--- src/rtl/in_cond_if.sv ---
// Pad-side raw signals and their conditioned, clock-domain-safe counterparts.
// The slave side belongs to in_cond; the master side belongs to whoever drives the pads.
interface in_cond_if;
  logic [3:0] btn_core;
  logic       uart_sin_core;
  logic       spi_miso_core;
  logic       rst_n_sync;
  logic [3:0] btn_level;
  logic [3:0] btn_press;
  logic [3:0] btn_release;
  logic       uart_sin_sync;
  logic       spi_miso_sync;

  modport master (
    output btn_core, uart_sin_core, spi_miso_core,
    input  rst_n_sync, btn_level, btn_press, btn_release, uart_sin_sync, spi_miso_sync
  );

  modport slave (
    input  btn_core, uart_sin_core, spi_miso_core,
    output rst_n_sync, btn_level, btn_press, btn_release, uart_sin_sync, spi_miso_sync
  );
endinterface

--- src/rtl/in_cond.sv ---
// Input conditioning: reset synchroniser, 2-flop serial synchronisers and
// four debounced button channels with registered press/release pulses.
module in_cond #(
  parameter int DEB_CYCLES = 50000,
  parameter int CNT_W      = 16
) (
  input  logic     clk,
  input  logic     rst_n,
  in_cond_if.slave io
);

  localparam logic [CNT_W-1:0] CNT_LAST = CNT_W'(DEB_CYCLES - 1);
  localparam logic [CNT_W-1:0] CNT_ONE  = CNT_W'(1);

  logic             rst_s1_q, rst_s2_q;
  logic             uart_s1_q, uart_s2_q;
  logic             spi_s1_q, spi_s2_q;
  logic [3:0]       btn_s1_q, btn_s2_q;
  logic [3:0]       lvl_q, lvl_d;
  logic [3:0]       press_q, press_d;
  logic [3:0]       release_q, release_d;
  logic [CNT_W-1:0] cnt_q [4];
  logic [CNT_W-1:0] cnt_d [4];

  // Reset synchroniser: asserts with rst_n, releases two edges later.
  always_ff @(posedge clk or negedge rst_n) begin
    if (!rst_n) begin
      rst_s1_q <= 1'b0;
      rst_s2_q <= 1'b0;
    end else begin
      rst_s1_q <= 1'b1;
      rst_s2_q <= rst_s1_q;
    end
  end

  // Serial synchronisers; UART resets to the idle-high line level.
  always_ff @(posedge clk or negedge rst_n) begin
    if (!rst_n) begin
      uart_s1_q <= 1'b1;
      uart_s2_q <= 1'b1;
      spi_s1_q  <= 1'b0;
      spi_s2_q  <= 1'b0;
    end else begin
      uart_s1_q <= io.uart_sin_core;
      uart_s2_q <= uart_s1_q;
      spi_s1_q  <= io.spi_miso_core;
      spi_s2_q  <= spi_s1_q;
    end
  end

  // Debounce state is implicit in cnt: zero means stable, non-zero means counting.
  // Comparing against CNT_LAST in every state also covers DEB_CYCLES==1 directly.
  always_comb begin
    lvl_d     = lvl_q;
    press_d   = '0;
    release_d = '0;
    for (int i = 0; i < 4; i++) begin
      cnt_d[i] = cnt_q[i];
      if (btn_s2_q[i] == lvl_q[i]) begin
        cnt_d[i] = '0;
      end else if (cnt_q[i] == CNT_LAST) begin
        cnt_d[i]     = '0;
        lvl_d[i]     = btn_s2_q[i];
        press_d[i]   = btn_s2_q[i];
        release_d[i] = ~btn_s2_q[i];
      end else begin
        cnt_d[i] = cnt_q[i] + CNT_ONE;
      end
    end
  end

  always_ff @(posedge clk or negedge rst_n) begin
    if (!rst_n) begin
      btn_s1_q  <= '0;
      btn_s2_q  <= '0;
      lvl_q     <= '0;
      press_q   <= '0;
      release_q <= '0;
      for (int i = 0; i < 4; i++) cnt_q[i] <= '0;
    end else begin
      btn_s1_q  <= io.btn_core;
      btn_s2_q  <= btn_s1_q;
      lvl_q     <= lvl_d;
      press_q   <= press_d;
      release_q <= release_d;
      for (int i = 0; i < 4; i++) cnt_q[i] <= cnt_d[i];
    end
  end

  assign io.rst_n_sync    = rst_s2_q;
  assign io.uart_sin_sync = uart_s2_q;
  assign io.spi_miso_sync = spi_s2_q;
  assign io.btn_level     = lvl_q;
  assign io.btn_press     = press_q;
  assign io.btn_release   = release_q;

endmodule

--- src/flat_wrapper.sv ---
// flat-port wrapper written by rule: the top's interface ports become plain ports
module in_cond_flat 
#(
  parameter int DEB_CYCLES = 50000,
  parameter int CNT_W      = 16
)
  (clk, rst_n, io_btn_core, io_uart_sin_core, io_spi_miso_core, io_rst_n_sync, io_btn_level, io_btn_press, io_btn_release, io_uart_sin_sync, io_spi_miso_sync);
  in_cond_if io_i ();
  input  logic clk;
  input  logic rst_n;
  input wire logic [$bits(io_i.btn_core)-1:0] io_btn_core;
  input wire logic [$bits(io_i.uart_sin_core)-1:0] io_uart_sin_core;
  input wire logic [$bits(io_i.spi_miso_core)-1:0] io_spi_miso_core;
  output wire logic [$bits(io_i.rst_n_sync)-1:0] io_rst_n_sync;
  output wire logic [$bits(io_i.btn_level)-1:0] io_btn_level;
  output wire logic [$bits(io_i.btn_press)-1:0] io_btn_press;
  output wire logic [$bits(io_i.btn_release)-1:0] io_btn_release;
  output wire logic [$bits(io_i.uart_sin_sync)-1:0] io_uart_sin_sync;
  output wire logic [$bits(io_i.spi_miso_sync)-1:0] io_spi_miso_sync;
  assign io_i.btn_core = io_btn_core;
  assign io_i.uart_sin_core = io_uart_sin_core;
  assign io_i.spi_miso_core = io_spi_miso_core;
  assign io_rst_n_sync = io_i.rst_n_sync;
  assign io_btn_level = io_i.btn_level;
  assign io_btn_press = io_i.btn_press;
  assign io_btn_release = io_i.btn_release;
  assign io_uart_sin_sync = io_i.uart_sin_sync;
  assign io_spi_miso_sync = io_i.spi_miso_sync;
  in_cond #(.DEB_CYCLES(DEB_CYCLES), .CNT_W(CNT_W)) u_core (.clk(clk), .rst_n(rst_n), .io(io_i));
endmodule
--- config.mk ---
export PLATFORM = sky130hd
export DESIGN_NAME = in_cond_flat
export DESIGN_NICKNAME = d
export VERILOG_FILES = /design/src/rtl/in_cond_if.sv /design/src/rtl/in_cond.sv /design/src/flat_wrapper.sv
export SDC_FILE = /design/constraint.sdc
export NUM_CORES = 1
export LEC_CHECK = 0
export CAP_MARGIN = 20
export CORE_AREA = 10 10 93 95
export CTS_CLUSTER_DIAMETER = 100
export DETAILED_ROUTE_END_ITERATION = 7
export DIE_AREA = 0 0 103 105
export GPL_TIMING_DRIVEN = 0
export PLACE_DENSITY = 0.78
export SYNTH_ARGS = -nofsm -noshare
export SYNTH_HDL_FRONTEND = slang
export SYNTH_SLANG_ARGS = --single-unit
--- constraint.sdc ---
create_clock -name clk -period 2.6 [get_ports clk]
set_clock_uncertainty 0.2 [all_clocks]
set_input_delay 0.52 -clock clk [delete_from_list [all_inputs] [get_ports clk]]
set_output_delay 0.52 -clock clk [all_outputs]
set_load 0.01 [all_outputs]
# Yosys cells after proc, flatten, opt, wreduce, memory -nomap -nowiden
# Cells that the tools add are included.
[word_totals] inputBits=8 memories=0 latchBits=0 romBits=0 out_inout_bits=15 reg_bits=90 ramBits=0 wordCells=66
[classes] addsub=4 div=0 reduce_logical=4 bitwise=8 muxes=24 eq_ne=8 n_lt_le_gt_ge=0 multipliers=0 shift=0
[ops] operator="two-way mux 16 bit" n=8
[ops] operator="adder 16 x 1 -> 16 bit (second input constant)" n=4
[ops] operator="equality test 16 bit (second input constant)" n=4
[ops] operator="two-way mux 1 bit" n=16
[ops] operator="NOT 1 bit" n=8
[ops] operator="AND reduction 2 bit" n=4
[ops] operator="equality test 1 bit" n=4

# Longest topological paths before layout
# Gate-level depths: netlist of the first run.
[depth] word_depth=3 mapped_depth=6 mapped_depth_nobuf=5

# Worst setup path after synthesis of the first run
# No wires, ideal clock.
[synth_timing] path_type="register to register" start="reg u_core.cnt_q[60] (netlist bit)" end="reg u_core.lvl_q[0] (netlist: u_core.io.btn_level[0])" stages_incl_launch_ff=4 t_arrival_ps=1782 t_required_ps=2275 synth_period_minus_slack_ps=2107 setup_slack_ps=493 n_path_buf=0 setup_ps=125 cell_sequence="dfrtp_1 or4b_1 or4_4 mux2_4"
[synth_between] elab_chain_len=2
[synth_rtl] item="start, declared" line="in_cond.sv:22" text="logic [CNT_W-1:0] cnt_q [4];"
[synth_rtl] item="equality test 16 bit" line="in_cond.sv:61" text="end else if (cnt_q[i] == CNT_LAST) begin"
[synth_rtl] item="AND reduction 2 bit (no line)"
[synth_rtl] item="end signal, assigned" line="in_cond.sv:83" text="lvl_q <= lvl_d;"
[synth_rtl] item="end, declared" line="in_cond.sv:19" text="logic [3:0] lvl_q, lvl_d;"
# No other way between the ends.
# A chain may end at the register's enable or synchronous reset.

==> metrics.md, run 1 <==
| Metric | Value |
|---|---|
| Site row count | `30` |
| Root buffer cell | `clkbuf_8` |
| Setup violators final | `0` |
| Clock power frac | `35.7%` |
| CTS Sinks | `90` |
| Area growth, synth to finish | `13.6%` |
| Period utilization | `84.3%` |
| M2 GR Usage | `between 20% and 30%` |
| Worst EP arrival | `around 2200 ps` |
| Logic pwr share | `4.1%` |
| Post-synth top flop | `dfrtp_1` |
| Setup TNS Final | `0 ps` |
| Resize count post-CTS | `0` |
| Grt total ovfl | `0` |
| Hold Vio Cnt, Final | `0` |
| Max incr delay on CP | `450 ps` |
| Max Fclk | `456 MHz` |
| Syn_nets | `371` |
| Cells after DPL | `about 460` |
| DRC errors left | `0` |
| Slew @ Worst Pin | `558 ps` |
| YS warnings | `0` |
| Ant. Diodes | `0` |
| Peak VDD IR | `0.000390 V` |
| TritonCTS Buffers | `9` |
| Crit path required time | `2620 ps` |
| Part of the power in registers | `60.2%` |
| Share of cells above drive strength 1 | `8.52%` |
| Reg2Reg Setup Slack | `410 ps` |
| Routability Congestion | `between 0.8 and 0.9` |
| Hold Crit Depth | `0` |
| #FFs+latches synth | `90` |
| First-pass GRT wire length | `roughly 12,000 um` |
| CTS tree | `yes` |
| R2r worst-path depth | `5` |
| Synth async-reset ratio | `between 90% and 100%` |
| Post-DRT Antenna Nets | `0` |
| Worst Hold Class | `reg -> reg` |
| WP buf/inv | `1` |
| Hold Path Origin | `u_core.btn_s1_q[3]$_DFF_PN0_` |
| Min Tclk post-route | `about 2200 ps` |
| Count of different cell masters after synthesis | `30` |
| Vias | `around 2,600` |
| Final std cells w/o fill | `479` |
| Synth top area share | `55.7%` |
| Synth cell count leaders | `dfrtp_1 (88), nor2_1 (70), xnor2_1 (48)` |
| Largest net degree at the start of global routing | `49` |
| CTS Buffer Depth | `2` |
| Pwr per Cell Area | `around 540 mW/mm2` |
| P_leak | `1.81 nW` |
| Die width | `about 100 um` |
| Fin util | `66.5%` |
| Port bufs | `22` |
| GRT Overall Usage | `13.9%` |
| Cell with the most instances after synthesis | `dfrtp_1` |
| Drt total wl | `6820 um` |
| Met1 GRT Util | `17.1%` |
| Worst Setup Start Kind | `flop` |
| Final Max Tran Viols | `0` |
| Vias in the first global route | `2,695` |
| Die area | `0.0108 mm2` |
| End of the worst hold path | `u_core.btn_s2_q[3]$_DFF_PN0_` |
| Antenna violations before repair | `0` |
| DR pass1 iterations | `4` |
| Wire per inst | `around 14 um` |
| Area of the core | `0.00676 mm2` |
| Vias per std cell | `~5.4` |
| Switching Fraction | `between 20% and 30%` |
| GR peak layer | `met2` |
| CP Max Fanout | `10` |
| Post-synth EDFFs | `0` |
| Fin nets | `406` |
| Delay-heaviest family, CP | `simple AND/OR/NAND/NOR gates` |
| Met3 Usage GRT | `5.93%` |
| Pint | `about 1.9 mW` |
| RR Startpoint | `u_core.cnt_q[11]$_DFF_PN0_` |
| Status | `finished, final reports clean` |
| RSZ-0062 raised after global routing | `no` |
| Max cap viols | `0` |
| CP max stage cell | `dfrtp_1` |
| Worst r2r dst | `u_core.cnt_q[7]$_DFF_PN0_` |
| Critical path cell sequence | `nor4b_1 -> nand4_1 -> nand2_1 -> clkbuf_1 -> nor2_1` |
| Total I/O pin count | `23` |
| Clk_lat worst skew | `between 300 and 400 ps` |
| Reg clk slew, reported paths | `80 ps` |
| Initial detailed-routing violation count | `64` |
| Number of setup buffers added after CTS | `0` |
| Slew margin rel. | `62.8%` |
| Cell taking the most area after synthesis | `dfrtp_1` |
| Largest cells by area after synthesis | `dfrtp_1 (56%), xnor2_1 (11%), nor2_1 (6.6%)` |
| Switching power | `0.544 mW` |
| Clock H-tree levels | `3` |
| Worst Path Class, Setup | `reg -> reg` |
| Post-Syn Area per Cell | `11.0 um2` |
| Initial Util | `58.5%` |
| Die span in y | `105 um` |
| Seq/Total Area, Yosys | `57.0%` |
| Critical Path End Type | `flop` |
| Post-Syn Area | `0.00396 mm2` |
| Syn Inst Count | `between 300 and 400` |
| Dpl hpwl | `between 4000 and 5000 um` |
cell type report:
class	instances	area (um2)
Clock buffer	12	155
Timing Repair Buffer	24	255
Sequential cell	90	2250
Multi-Input combinational cell	253	1620
Inverter	11	41.3
Tap cell	80	100
Clock inverter	4	26.3
Fill cell	534	2260
Buffer	5	41.3
cells in the final DEF (no fill, tap or decap), drive strengths merged, types with 2 or more instances in the layout:
master / instances
dfrtp: 88
nor2: 70
xnor2: 48
nand3: 21
clkdlybuf4s50: 21
nand4: 17
nor3: 16
nand2: 16
nor4: 15
clkbuf: 14
xor2: 12
inv: 11
nor3b: 8
and3: 5
buf: 5
ha: 4
mux2: 4
nand4bb: 3
or4: 3
clkinv: 3
nor4bb: 2
or4bb: 2
or3: 2
dfstp: 2
power groups by stage:
| stage | Combinational, mW | Sequential, mW | Clock (mW) |
|---|---|---|---|
| 2_1_floorplan | 0.0417 | 1.47 | 0 |
| 3_3_place_gp | 0.0936 | 1.47 | 0 |
| 3_5_place_dp | 0.101 | 1.48 | 0 |
| 4_1_cts | 0.103 | 1.45 | 0.887 |
| 5_1_grt | 0.115 | 1.45 | 0.958 |
| 6_report | 0.0991 | 1.45 | 0.860 |
what timing repair did:
item,CTS,global route
hold buffers,1,0
setup endpoints to repair,0,0
endpoints found under the hold margin,42,0
logic make-up after synthesis:
family | after synthesis | synth area share, %
XOR/XNOR | 60 | 13.3
other | 1 | 0.0948
buffers and inverters | 16 | 2.09
multiplexers | 4 | 1.42
flip-flops | 90 | 57.0
adder cells (fa/ha/maj) | 4 | 1.27
AND/OR/NAND/NOR | 184 | 24.8
state kept, by name, summed over array words and instances (netlist names):
name,cells
u_core.spi_s1_q,1
u_core.btn_s2_q,4
u_core.io.uart_sin_sync,1
u_core.rst_s1_q,1
u_core.io.btn_press,4
u_core.uart_s1_q,1
u_core.io.rst_n_sync,1
u_core.btn_s1_q,4
u_core.io.btn_level,4
u_core.cnt_q,64
u_core.io.spi_miso_sync,1
u_core.io.btn_release,4
layer usage:
| layer | up-vias | part of all wire [%] |
|---|---|---|
| li1 | 1291 | - |
| met1 | 1272 | 46 |
| met2 | 41 | 48 |
| met3 | 5 | 6.1 |
| met4 | 0 | 0.69 |
| met5 | - | 0 |
metrics by stage:
| step | hold WS [ps] | area (um2) | setup slack (ps) | power, mW |
|---|---|---|---|---|
| floorplan | 24.4 | 3960 | 493 | 1.51 |
| detailed placement | 136 | 4300 | 405 | 1.58 |
| global placement | 133 | 4280 | -2330 | 1.57 |
| global route | 169 | 4490 | 173 | 2.53 |
| CTS | 159 | 4490 | 385 | 2.44 |
| finish | 157 | 4490 | 407 | 2.41 |
worst reg2reg max path, cell delays in order, from the launching register on:
cell	delay, ps
dfrtp_1	450
nor4b_1	360
nand4_1	280
nand2_1	280
clkbuf_1	390
nor2_1	100
worst max path at each step:
stage / start / end / slack [ps] / depth (start not counted)
floorplan: u_core.cnt_q[60]$_DFF_PN0_ / u_core.io.btn_level[0]$_DFFE_PN0P_ / 490 / 3
global placement: rst_n / u_core.cnt_q[41]$_DFF_PN0_ / -2330 / 1
detailed placement: u_core.cnt_q[11]$_DFF_PN0_ / u_core.cnt_q[7]$_DFF_PN0_ / 410 / 5
CTS: u_core.cnt_q[11]$_DFF_PN0_ / u_core.cnt_q[7]$_DFF_PN0_ / 390 / 5
global route: u_core.cnt_q[11]$_DFF_PN0_ / u_core.cnt_q[11]$_DFF_PN0_ / 170 / 5
finish: u_core.cnt_q[11]$_DFF_PN0_ / u_core.cnt_q[7]$_DFF_PN0_ / 410 / 5
(Power assumes the default switching activity.)
==> run 2: changes to the inputs <==
Settings changed: CORE_AREA 10 10 93 95 to 10 10 98 100, DIE_AREA 0 0 103 105 to 0 0 108 110, PLACE_DENSITY 0.78 to 0.73.
Clock period 2.6 ns to 1.75 ns, I/O delays scaled along.
==> metrics.md, run 2 (synthesized netlist as in run 1, its figures left out) <==
| Metric | Value |
|---|---|
| Reg clk slew, reported paths | `80 ps` |
| Max cap viols | `0` |
| Area of the core | `0.00765 mm2` |
| Site row count | `32` |
| Largest reg by FF count | `u_core.cnt_q` |
| Die span in y | `110 um` |
| Total I/O pin count | `23` |
| Cell Area, Placed | `0.00435 mm2` |
| Die area | `approximately 0.012 mm2` |
| Setup TNS Final | `-13,510 ps` |
| DRC errors left | `0` |
| Share of cells above drive strength 1 | `33.3%` |
| Hold Slack | `roughly 150 ps` |
| P_leak | `2.10 nW` |
| First-pass GRT wire length | `13,600 um` |
| Crit path required time | `approximately 1800 ps` |
| Most frequent cells in the layout | `dfrtp_1 (81), xnor2_1 (48), nor2_2 (38)` |
| Hold Vio Cnt, Final | `0` |
| Failing checks | `negative setup slack` |
| CTS Sinks | `90` |
| Hold Path Origin | `u_core.btn_s1_q[3]$_DFF_PN0_` |
| Routability Congestion | `0.804` |
| DR pass1 iterations | `4` |
| Worst Hold Class | `reg -> reg` |
| Pre-CTS setup slack | `-328 ps` |
| Wire per inst | `15.2 um` |
| Worst r2r dst | `u_core.io.btn_level[1]$_DFFE_PN0P_` |
| R2r worst-path depth | `3` |
| Max FFs per register | `64` |
| CTS tree | `yes` |
| Final worst slack | `-281 ps` |
| End of the worst hold path | `u_core.btn_s2_q[3]$_DFF_PN0_` |
| Reg2Reg Setup Slack | `-280 ps` |
| Final std cells w/o fill | `547` |
| CTS Buffer Depth | `2` |
| Largest net degree at the start of global routing | `47` |
| Commonest non-fill, non-tap cell in the layout | `dfrtp_1` |
| Peak VDD IR | `0.000554 V` |
| RR Startpoint | `u_core.cnt_q[45]$_DFF_PN0_` |
| Grt total ovfl | `0` |
| Root buffer cell | `clkbuf_8` |
| Pwr per Cell Area | `roughly 760 mW/mm2` |
| Cells after DPL | `484` |
| Worst Setup Start Kind | `flop` |
| Setup violators final | `57` |
| Clk_lat worst skew | `360 ps` |
| Slew @ Worst Pin | `571 ps` |
| Die width | `around 110 um` |
| Vias per std cell | `5.30` |
| RSZ-0062 raised after global routing | `yes` |
| Min Tclk post-route | `between 2000 and 2500 ps` |
| Vias in the first global route | `2,951` |
| Slew margin rel. | `61.9%` |
| GRT Overall Usage | `14.0%` |
| Dpl hpwl | `between 4000 and 5000 um` |
| Total power | `3.93 mW` |
| Port bufs | `22` |
| Final Max Tran Viols | `0` |
| Critical Path End Type | `flop` |
| Worst Path Class, Setup | `reg -> reg` |
| Ant. Diodes | `0` |
| Status | `finished, violations left` |
| TritonCTS Buffers | `9` |
| Drt total wl | `8320 um` |
| Hold Crit Depth | `0` |
| Fin nets | `452` |
| Worst EP arrival | `2070 ps` |
| Max Fclk | `around 500 MHz` |
| Area growth, synth to finish | `30.5%` |
| CP Max Fanout | `5` |
| Fin util | `about two thirds` |
| Post-DRT Antenna Nets | `0` |
| Clock H-tree levels | `3` |
| Vias | `2,900` |
| Final Cell Area | `between 0.005 and 0.006 mm2` |
| Period utilization | `116%` |
| Antenna violations before repair | `0` |
| Initial detailed-routing violation count | `67` |
| Initial Util | `51.7%` |
run 2: changes by cell type in the layout (fill, tap and decap cells not counted), sizes merged:
cell           delta
clkdlybuf4s50    -15
bufinv            +2
clkinv            -1
clkbuf            -1
buf              +46
dlymetal6s2s      +1
dlygate4sd2      +14
run 2: final cells by class:
class / count / area [um2]
buffer: 5 / 48.8
clock buffer: 11 / 141
clock inverter: 5 / 77.6
fill: 550 / 2490
inverter: 11 / 41.3
multi-input combinational: 253 / 1840
sequential: 90 / 2260
tap: 102 / 128
timing repair buffer: 70 / 623
run 2: routing by layer:
metal	track usage [%]	vias to the layer above	wire [um]
li1	-	1389	-
met1	16.5	1454	3640
met2	23.4	44	4200
met3	3.54	13	328
met4	7.16	0	157
met5	0	-	0
run 2: repair_timing:
item | in CTS | in global routing
resized for setup | 57 | 39
cloned | 3 | 0
buffers inserted | 30 | 13
hold endpoints to repair | 42 | 0
setup endpoints to repair | 83 | 62
hold buffers | 1 | 0
pin swaps | 4 | 7
run 2: how the worst max path moves through the flow:
stage	end	start	slack [ps]
floorplan	u_core.io.btn_level[0]$_DFFE_PN0P_	u_core.cnt_q[60]$_DFF_PN0_	-240
global placement	u_core.cnt_q[57]$_DFF_PN0_	rst_n	-3070
detailed placement	u_core.io.btn_level[0]$_DFFE_PN0P_	u_core.cnt_q[48]$_DFF_PN0_	-330
CTS	u_core.io.btn_level[0]$_DFFE_PN0P_	u_core.cnt_q[58]$_DFF_PN0_	-280
global route	u_core.io.btn_press[0]$_DFF_PN0_	u_core.cnt_q[59]$_DFF_PN0_	-310
finish	u_core.io.btn_level[1]$_DFFE_PN0P_	u_core.cnt_q[45]$_DFF_PN0_	-280
run 2: power breakdown:
| group | switching (mW) | internal (mW) | total (mW) |
|---|---|---|---|
| clock network | 0.708 | 0.839 | 1.55 |
| registers | 0.0376 | 2.12 | 2.16 |
| logic | 0.120 | 0.108 | 0.228 |
| total | 0.866 | 3.06 | 3.93 |
run 2: critical path, stage by stage, from the launching register on:
cell and delay, ps:
dfrtp_1 400, or4bb_1 500, or4_4 500, mux2_4 320
==> run 3: changes to the inputs <==
Settings changed: SLEW_MARGIN from default to 20.
==> results of run 3 <==
The final DEF is identical to that of run 2; final timing and power are the same.
